===== src/rtl/ifm_stream_reader_pkg.sv =====
// Shared conv-layer definitions: IFM geometry defaults, reader FSM
// encoding and small address/width helpers.
package ifm_stream_reader_pkg;

    localparam int DEF_IFM_SIZE    = 14;
    localparam int DEF_IFM_DEPTH   = 3;
    localparam int DEF_KERNAL_SIZE = 5;

    typedef logic [1:0] state_t;

    localparam state_t ST_IDLE  = 2'd0;
    localparam state_t ST_READ  = 2'd1;
    localparam state_t ST_DRAIN = 2'd2;
    localparam state_t ST_DONE  = 2'd3;

    function automatic int pixel_addr(
        input int map,
        input int row,
        input int col,
        input int side
    );
        return map * side * side + row * side + col;
    endfunction

    // Counter width that stays legal when a dimension is 1.
    function automatic int idx_width(input int n);
        return (n > 1) ? $clog2(n) : 1;
    endfunction

endpackage


===== src/rtl/ifm_stream_reader_position_counter.sv =====
// Column/row/map raster counter for the IFM stream; clear wins over
// advance, and last flags the final pixel of the final map.
module ifm_position_counter
    import ifm_stream_reader_pkg::*;
#(
    parameter int IFM_SIZE  = DEF_IFM_SIZE,
    parameter int IFM_DEPTH = DEF_IFM_DEPTH,
    localparam int POS_W = idx_width(IFM_SIZE),
    localparam int MAP_W = idx_width(IFM_DEPTH)
) (
    input  logic             clk,
    input  logic             reset,
    input  logic             advance,
    input  logic             clear,
    output logic [POS_W-1:0] col,
    output logic [POS_W-1:0] row,
    output logic [MAP_W-1:0] map,
    output logic             last
);

    logic col_end;
    logic row_end;
    logic map_end;

    assign col_end = col == POS_W'(IFM_SIZE - 1);
    assign row_end = row == POS_W'(IFM_SIZE - 1);
    assign map_end = map == MAP_W'(IFM_DEPTH - 1);
    assign last    = col_end && row_end && map_end;

    always_ff @(posedge clk) begin
        if (!reset || clear) begin
            col <= '0;
            row <= '0;
            map <= '0;
        end else if (advance) begin
            col <= col_end ? '0 : col + 1'b1;
            if (col_end) begin
                row <= row_end ? '0 : row + 1'b1;
                if (row_end) begin
                    map <= map_end ? '0 : map + 1'b1;
                end
            end
        end
    end

endmodule


===== src/rtl/ifm_stream_reader.sv =====
// Streams IFM pixels from RAM into the line-buffer FIFO and flags
// complete in-image KxK windows, tagged per pixel so maps never mix.
module ifm_stream_reader
    import ifm_stream_reader_pkg::*;
#(
    parameter int DATA_WIDTH  = 32,
    parameter int IFM_SIZE    = DEF_IFM_SIZE,
    parameter int IFM_DEPTH   = DEF_IFM_DEPTH,
    parameter int KERNAL_SIZE = DEF_KERNAL_SIZE,
    localparam int ADDRESS_SIZE_IFM =
        $clog2(IFM_SIZE * IFM_SIZE * IFM_DEPTH),
    localparam int POS_W = idx_width(IFM_SIZE),
    localparam int MAP_W = idx_width(IFM_DEPTH)
) (
    input  logic                        clk,
    input  logic                        reset,
    input  logic                        start,
    input  logic                        stall,
    input  logic [DATA_WIDTH-1:0]       ifm_data_in,
    output logic [ADDRESS_SIZE_IFM-1:0] ifm_address,
    output logic                        ifm_read_en,
    output logic                        fifo_enable,
    output logic [DATA_WIDTH-1:0]       fifo_data_out,
    output logic                        window_valid,
    output logic [MAP_W-1:0]            ifm_index,
    output logic                        busy,
    output logic                        done
);

    state_t           state;
    logic             drain_cnt;
    logic [POS_W-1:0] col;
    logic [POS_W-1:0] row;
    logic [MAP_W-1:0] map;
    logic             last;
    logic             issue;
    logic             clear;
    logic             in_window;
    logic [POS_W-1:0] tag_col;
    logic [POS_W-1:0] tag_row;
    logic [MAP_W-1:0] tag_map;
    logic [POS_W-1:0] push_col;
    logic [POS_W-1:0] push_row;
    logic [MAP_W-1:0] push_map;

    assign issue = (state == ST_READ) && !stall;
    assign clear = (state == ST_IDLE) && start;
    assign busy  = (state == ST_READ) || (state == ST_DRAIN);

    assign fifo_data_out = ifm_data_in;

    assign in_window = fifo_enable
        && (push_row >= POS_W'(KERNAL_SIZE - 1))
        && (push_col >= POS_W'(KERNAL_SIZE - 1));

    ifm_position_counter #(
        .IFM_SIZE  (IFM_SIZE),
        .IFM_DEPTH (IFM_DEPTH)
    ) u_pos (
        .clk     (clk),
        .reset   (reset),
        .advance (issue),
        .clear   (clear),
        .col     (col),
        .row     (row),
        .map     (map),
        .last    (last)
    );

    // Tag travels with the read: issue stage, then push stage.
    always_ff @(posedge clk) begin
        if (!reset) begin
            ifm_read_en  <= 1'b0;
            fifo_enable  <= 1'b0;
            window_valid <= 1'b0;
            done         <= 1'b0;
            ifm_address  <= '0;
            ifm_index    <= '0;
            tag_col      <= '0;
            tag_row      <= '0;
            tag_map      <= '0;
            push_col     <= '0;
            push_row     <= '0;
            push_map     <= '0;
        end else begin
            ifm_read_en  <= issue;
            fifo_enable  <= ifm_read_en;
            window_valid <= in_window;
            done         <= (state == ST_DONE);
            if (issue) begin
                ifm_address <= ADDRESS_SIZE_IFM'(pixel_addr(
                    int'(map), int'(row), int'(col), IFM_SIZE));
                tag_col <= col;
                tag_row <= row;
                tag_map <= map;
            end
            if (ifm_read_en) begin
                push_col <= tag_col;
                push_row <= tag_row;
                push_map <= tag_map;
            end
            if (fifo_enable) begin
                ifm_index <= push_map;
            end
        end
    end

    always_ff @(posedge clk) begin
        if (!reset) begin
            state     <= ST_IDLE;
            drain_cnt <= 1'b0;
        end else begin
            unique case (state)
                ST_IDLE: begin
                    if (start) state <= ST_READ;
                end
                ST_READ: begin
                    if (issue && last) begin
                        state     <= ST_DRAIN;
                        drain_cnt <= 1'b0;
                    end
                end
                ST_DRAIN: begin
                    drain_cnt <= 1'b1;
                    if (drain_cnt) state <= ST_DONE;
                end
                ST_DONE: state <= ST_IDLE;
                default: state <= ST_IDLE;
            endcase
        end
    end

endmodule


===== config.mk =====
export PLATFORM = sky130hd
export DESIGN_NAME = ifm_stream_reader
export DESIGN_NICKNAME = d
export VERILOG_FILES = /design/src/rtl/ifm_stream_reader_pkg.sv /design/src/rtl/ifm_stream_reader_position_counter.sv /design/src/rtl/ifm_stream_reader.sv
export SDC_FILE = /design/constraint.sdc
export NUM_CORES = 1
export LEC_CHECK = 0
export ABC_AREA = 1
export CAP_MARGIN = 15
export CORE_MARGIN = 3
export CORE_UTILIZATION = 40
export CTS_BUF_LIST = sky130_fd_sc_hd__clkbuf_2
export DETAILED_ROUTE_END_ITERATION = 16
export PLACE_DENSITY = 0.7
export SKIP_CTS_REPAIR_TIMING = 1
export SYNTH_ARGS = -nofsm -noshare
export SYNTH_HDL_FRONTEND = slang
export SYNTH_HIERARCHICAL = 1
export SYNTH_SLANG_ARGS = --single-unit
export TNS_END_PERCENT = 20

===== constraint.sdc =====
create_clock -name clk -period 3.8 [get_ports clk]
set_clock_uncertainty 0.05 [all_clocks]
set_input_delay 0.57 -clock clk [delete_from_list [all_inputs] [get_ports clk]]
set_output_delay 0.57 -clock clk [all_outputs]
set_load 0.02 [all_outputs]

==> results of run 1 <==
[final timing paths]
kind / slack [ps] / end / start
max: 390 / ifm_address[6]$_SDFFE_PN0P_ / u_pos/row[1]$_SDFFE_PP0P_
min: 440 / push_map[0]$_SDFFE_PN0P_ / tag_map[0]$_SDFFE_PN0P_
max reg2reg: 390 / ifm_address[6]$_SDFFE_PN0P_ / u_pos/row[1]$_SDFFE_PP0P_
min reg2reg: 440 / push_map[0]$_SDFFE_PN0P_ / tag_map[0]$_SDFFE_PN0P_
[routing by layer]
layer,global-route usage [%],share of wire [%],vias to the layer above
met5,0,0,-
met4,5.907,2.6,0
met3,3.481,3.7,14
met2,20.07,44,41
met1,15.72,49,881
li1,-,-,1056
[registers in the layout (all words and copies together), names as in the netlist, 2 cells and up]
register,cells
ifm_address,10
u_pos/col,4
u_pos/row,4
ifm_index,2
push_col,2
push_map,2
push_row,2
state,2
tag_col,2
tag_map,2
tag_row,2
u_pos/map,2
[critical path: cells and delay by family (launching register included)]
kind,cells,cell delay (ps)
xor gates and xnor gates,1,150
adders and majority gates,5,1770
buffers and inverters,1,40
DFF,1,630
and+or+nand+nor,5,750
[cell usage in the layout (no fill, tap or decap), drive strengths merged]
cell type,count
fa,7
clkbuf,5
nand3b,4
nand3,12
o21ai,27
buf,2
o211ai,2
nor2,52
a21oi,21
clkinv,2
ha,28
and2,1
nand2,52
dfxtp,41
clkinvlp,1
o21bai,1
nand4,2
xor2,2
xnor2,4
inv,49
clkdlybuf4s50,20
nor3b,2
or2,3
nor3,3
[kinds of logic (layout without fill, tap and decap cells)]
kind of cell,count (synthesis),after routing,synth area share (%)
AO/OA/AOI/OAI,51,51,9.893
XOR/XNOR,6,6,1.951
adder cells (fa/ha/maj),35,35,18.21
buffers and inverters,88,79,17.14
flip-flops,41,41,30.47
AND/OR/NAND/NOR,131,131,22.34
[final cells by class]
type | instances | share of cell area [%]
multi-input combinational | 223 | 50.99
sequential | 41 | 29.60
timing repair buffer | 22 | 7.762
inverter | 49 | 6.634
tap | 77 | 3.475
clock buffer | 5 | 0.9025
clock inverter | 3 | 0.6318
[stage by stage]
| step | setup WS, ps | hold WS (ps) |
|---|---|---|
| after floorplan | 654.7 | 399.1 |
| after global placement | 548.1 | 412.1 |
| after detailed placement | 429.1 | 419.6 |
| after CTS | 358.0 | 442.9 |
| after global routing | 201.5 | 476.5 |
| final | 386.5 | 437.7 |
[power breakdown]
group / total [mW] / switching [mW] / internal, mW
Sequential: 0.532 / 0.0368 / 0.496
Clock: 0.190 / 0.147 / 0.0429
Combinational: 0.317 / 0.183 / 0.135
Total: 1.04 / 0.366 / 0.673
==> out/qor.yml, run 1 <==
synth:
  synth_top_area_share_pct: 30.47
  synth-edff-count: 0
  yosys_warnings: 6
  synthArstFlopShare_pct: 0
  synth_nets: 423
  ys_types: 32
  yosysMostFrequentCell: "nor2_1"
  ys.flop_type: "dfxtp_1"
  synth_cells: 352
  synth_area_sq_um: 2694
  synth_top_area_cell: "dfxtp_1"
  syn_avg_cell_area_sq_um: 7.653
  synth-seq-cells: 41
  ys_seq_area_share_pct: 30.47
  synthTopCellsByArea: "dfxtp_1, ha_1, buf_4, nor2_1, nand2_1"
  yosys-top-cells-count: "nor2_1, nand2_1, inv_1"
detailed_routing:
  ant_nets: 0
  drc: 0
  wl_um: 4616
  routedWlPerCell_um: 10.99
  drtIter0Drc: 74
  viasPerCell: 4.743
  drtPass1Iterations: 4
  vias: 1992
job:
  cap_viol_max_count: 0
sta:
  worst_slew_pin_slew_ps: 427.5
  rsz0062_at_grt: "false"
  finalCriticalPeriod_ps: 3413
  hold_viol: 0
  setup_viol: 0
  fmax_mhz: 293.0
  final.setup.tns_ps: 0
  slew_violations: 0
  maxSlewHeadroom_pct: 71.46
  post-route-period-util_pct: 89.83
global_route:
  grt_pass1_vias: 1871
  grt_usage_pct: 12.57
  grt_pass1_wl_um: 7845
  antenna_found_initial: 0
  gr-total-overflow: 0
  grt_max_degree: 33
setup_path:
  cp.arrival_ps: 3720
  cp.required_ps: 4110
  worstPathMaxFanout: 9
  critical_path.max_stage_delay_ps: 630
  worstPathCellList: "fa_1, ha_1, fa_1, xnor2_1, ha_1, ha_1, or2_1, and2_4, or2_0, nand3_1, nand2_1, inv_1"
  r2r_cells: 12
  cp_slowest_cell: "dfxtp_1"
  startpoint_type: "register"
  cp-end-kind: "register"
  crit_top_cell: "ha_1"
  crit_type: "register to register"
cells_and_area:
  post-route-util_pct: 43.17
  stdcell_count: 420
  nNetsFinal: 413
  finish.instance_area_sq_um: 2773
  num_antenna_cells: 0
  n_fill_cell: 641
  register_area_sq_um: 820.8
  multi_input_area_sq_um: 1414
  area_delta_synth_final_pct: 2.926
  drive_gt1_share_pct: 8.455
clock_tree:
  htreeDepth: 2
  clk_path_buf_depth: 2
  cts_tree: "built"
  clkTransAtPathRegs_ps: 210
  cts_sinks: 41
  cts-root-buf: "clkbuf_2"
  cts_made_buffers: 5
  clock_latency_ps: 400
placement:
  port-buffer-count: 20
  place_congestion: 0.8182
  numPlacedInstances: 412
  placed_cell_area_sq_um: 2730
  dp_hpwl_um: 3558
floorplanning:
  initial_core_util_pct: 41.94
  die_x_um: 88.07
  io_pins: 85
  die_area_sq_um: 7755
  rows: 29
  die_h_um: 88.07
  core_sq_um: 6422
power:
  power.density_nw_per_um2: 374.9
  p_leak_nw: 1.326
  p_total_mw: 1.039
  vdd_drop_max_v: 0.0002939
status:
  status: "finished, final reports clean"
worst_hold_path:
  worstHoldPathType: "register to register"
  hold_depth: 2
Power figures use the tool's default switching activity.
==> run 2: changes to the inputs <==
--- a/config.mk
+++ b/config.mk
@@ -8,10 +8,10 @@
 export ABC_AREA = 1
 export CAP_MARGIN = 15
 export CORE_MARGIN = 3
-export CORE_UTILIZATION = 40
+export CORE_UTILIZATION = 48
 export CTS_BUF_LIST = sky130_fd_sc_hd__clkbuf_2
 export DETAILED_ROUTE_END_ITERATION = 16
-export PLACE_DENSITY = 0.7
+export PLACE_DENSITY = 0.81
 export SKIP_CTS_REPAIR_TIMING = 1
 export SYNTH_ARGS = -nofsm -noshare
 export SYNTH_HDL_FRONTEND = slang
==> run 2 against run 1 <==
Via count up 0.90%. Critical endpoint unchanged. Die area shrank 16%. Combinational power is essentially flat.
==> out/qor.yml, run 2 (same netlist as run 1, synthesis figures left out) <==
status:
  status: "finished, final reports clean"
floorplanning:
  die_area_sq_um: 6547  # -16%
  rows: 26  # -10%
  core_sq_um: 5270  # -18%
  io_pins: 85  # unchanged
  die_x_um: 80.92  # -8.1%
  die_h_um: 80.92  # -8.1%
  initial_core_util_pct: 51.12  # +9.2 points
power:
  p_leak_nw: 1.336  # +0.76%
  vdd_drop_max_v: 0.0003969  # +35%
  power.density_nw_per_um2: 393.6  # +5.0%
  p_total_mw: 1.095  # +5.3%
sta:
  hold_viol: 0  # unchanged
  finalCriticalPeriod_ps: 3352  # -61.52 ps
  hold-worst-slack_ps: 457.5  # +19.77 ps
  fmax_mhz: 298.3  # +1.8%
  rsz0062_at_grt: "false"
  maxSlewHeadroom_pct: 73.15  # +1.7 points
  timing.final.ws_setup_ps: 448.0  # +61.52 ps
  slew_violations: 0  # unchanged
  final.setup.tns_ps: 0  # unchanged
  worst_slew_pin_slew_ps: 402.2  # -25.33 ps
  setup_viol: 0  # unchanged
  post-route-period-util_pct: 88.21  # -1.6 points
cells_and_area:
  nNetsFinal: 413  # unchanged
  register_area_sq_um: 820.8  # unchanged
  drive_gt1_share_pct: 8.187  # -0.27 points
  area_delta_synth_final_pct: 3.251
  post-route-util_pct: 52.78  # +9.6 points
  largestRegisters: "ifm_address (10), u_pos/col (4), u_pos/row (4)"
  largest_register_ffs: 10  # unchanged
  num_antenna_cells: 0  # unchanged
  regMostFlops: "ifm_address"
  n_fill_cell: 504  # -21%
  final_cell_mix: "nor2_1, nand2_1, inv_1"
  multi_input_area_sq_um: 1414  # unchanged
detailed_routing:
  drc: 0  # unchanged
  routedWlPerCell_um: 11.24  # +2.3%
  drtPass1Iterations: 4  # unchanged
  vias: 2010  # +0.90%
  wl_um: 4632  # +0.35%
  drtIter0Drc: 102  # +38%
  ant_nets: 0  # unchanged
  viasPerCell: 4.879  # +2.9%
setup_path:
  cp_slowest_cell: "dfxtp_1"
  crit_top_cell: "ha_1"
  critical_path.max_stage_delay_ps: 600  # -30 ps
  worstPathMaxFanout: 9  # unchanged
  crit_type: "register to register"
  cp.required_ps: 4090  # -20 ps
  cp-end-kind: "register"
  worstPathCellList: "fa_1, ha_1, fa_1, xnor2_1, ha_1, ha_1, or2_1, and2_4, or2_0, nand3_1, nand2_1, inv_1"
  startpoint_type: "register"
  cp.arrival_ps: 3640  # -80 ps
placement:
  port-buffer-count: 20  # unchanged
  dp_slack_ps: 482.5  # +53.45 ps
  dp_hpwl_um: 3590  # +0.90%
  place_congestion: 0.9164  # +12%
global_route:
  grt_usage_pct: 15.57  # +3.0 points
  grt_pass1_vias: 1912  # +2.2%
  antenna_found_initial: 0  # unchanged
  grt_max_degree: 33  # unchanged
  gr-total-overflow: 0  # unchanged
  grt_pass1_wl_um: 8183  # +4.3%
job:
  cap_viol_max_count: 0  # unchanged
clock_tree:
  clkTransAtPathRegs_ps: 210  # about the same
  cts_made_buffers: 5  # unchanged
  htreeDepth: 2  # unchanged
  clock_latency_ps: 380  # -20 ps
  cts_sinks: 41  # unchanged
  clk_path_buf_depth: 2  # unchanged
  cts_tree: "built"
  cts-root-buf: "clkbuf_2"
worst_hold_path:
  worstHoldPathType: "register to register"
-- run 2: power breakdown --
group | internal [mW] | leakage, nW | switching (mW)
clock network | 0.107 | 0.0388 | 0.138
logic | 0.135 | 0.964 | 0.183
registers | 0.496 | 0.333 | 0.0372
-- run 2: path summary, 6_finish.rpt --
path	startpoint	endpoint	slack, ps	depth (start not counted)
max	u_pos/row[1]$_SDFFE_PP0P_	ifm_address[6]$_SDFFE_PN0P_	450	12
min	push_map[0]$_SDFFE_PN0P_	ifm_index[0]$_SDFFE_PN0P_	460	2
max reg2reg	u_pos/row[1]$_SDFFE_PP0P_	ifm_address[6]$_SDFFE_PN0P_	450	12
min reg2reg	push_map[0]$_SDFFE_PN0P_	ifm_index[0]$_SDFFE_PN0P_	460	2
-- run 2: worst max-delay path, delay by kind of cell (launching register included) --
family        cells  cell delay (ps)
flops             1              600
xor+xnor          1              140
fa+ha+maj         5             1760
buf+inv           1               40
simple gates      5              730
-- run 2: layout make-up --
cell class / instances / share of cell area, %
Timing Repair Buffer: 22 / 7.737
Clock buffer: 5 / 0.8997
Inverter: 49 / 6.613
Sequential cell: 41 / 29.51
Clock inverter: 2 / 1.260
Multi-Input combinational cell: 223 / 50.83
Tap cell: 70 / 3.149
-- run 2: metrics by stage --
step                instance area (sq um)  instances
floorplan                            2694        352
global route                         2781        412
CTS                                  2781        412
detailed placement                   2721        405
finish                               2781        412
global placement                     2721        405
-- run 2: routing by layer --
metal | up-vias | share of wire, % | GRT usage, % | wire length [um]
met5 | - | 0 | 0 | 0
met4 | 0 | 0.37 | 3.547 | 17
met3 | 6 | 4.1 | 4.213 | 192
met2 | 31 | 49 | 26.68 | 2254
met1 | 922 | 47 | 19.47 | 2167
li1 | 1051 | - | - | -
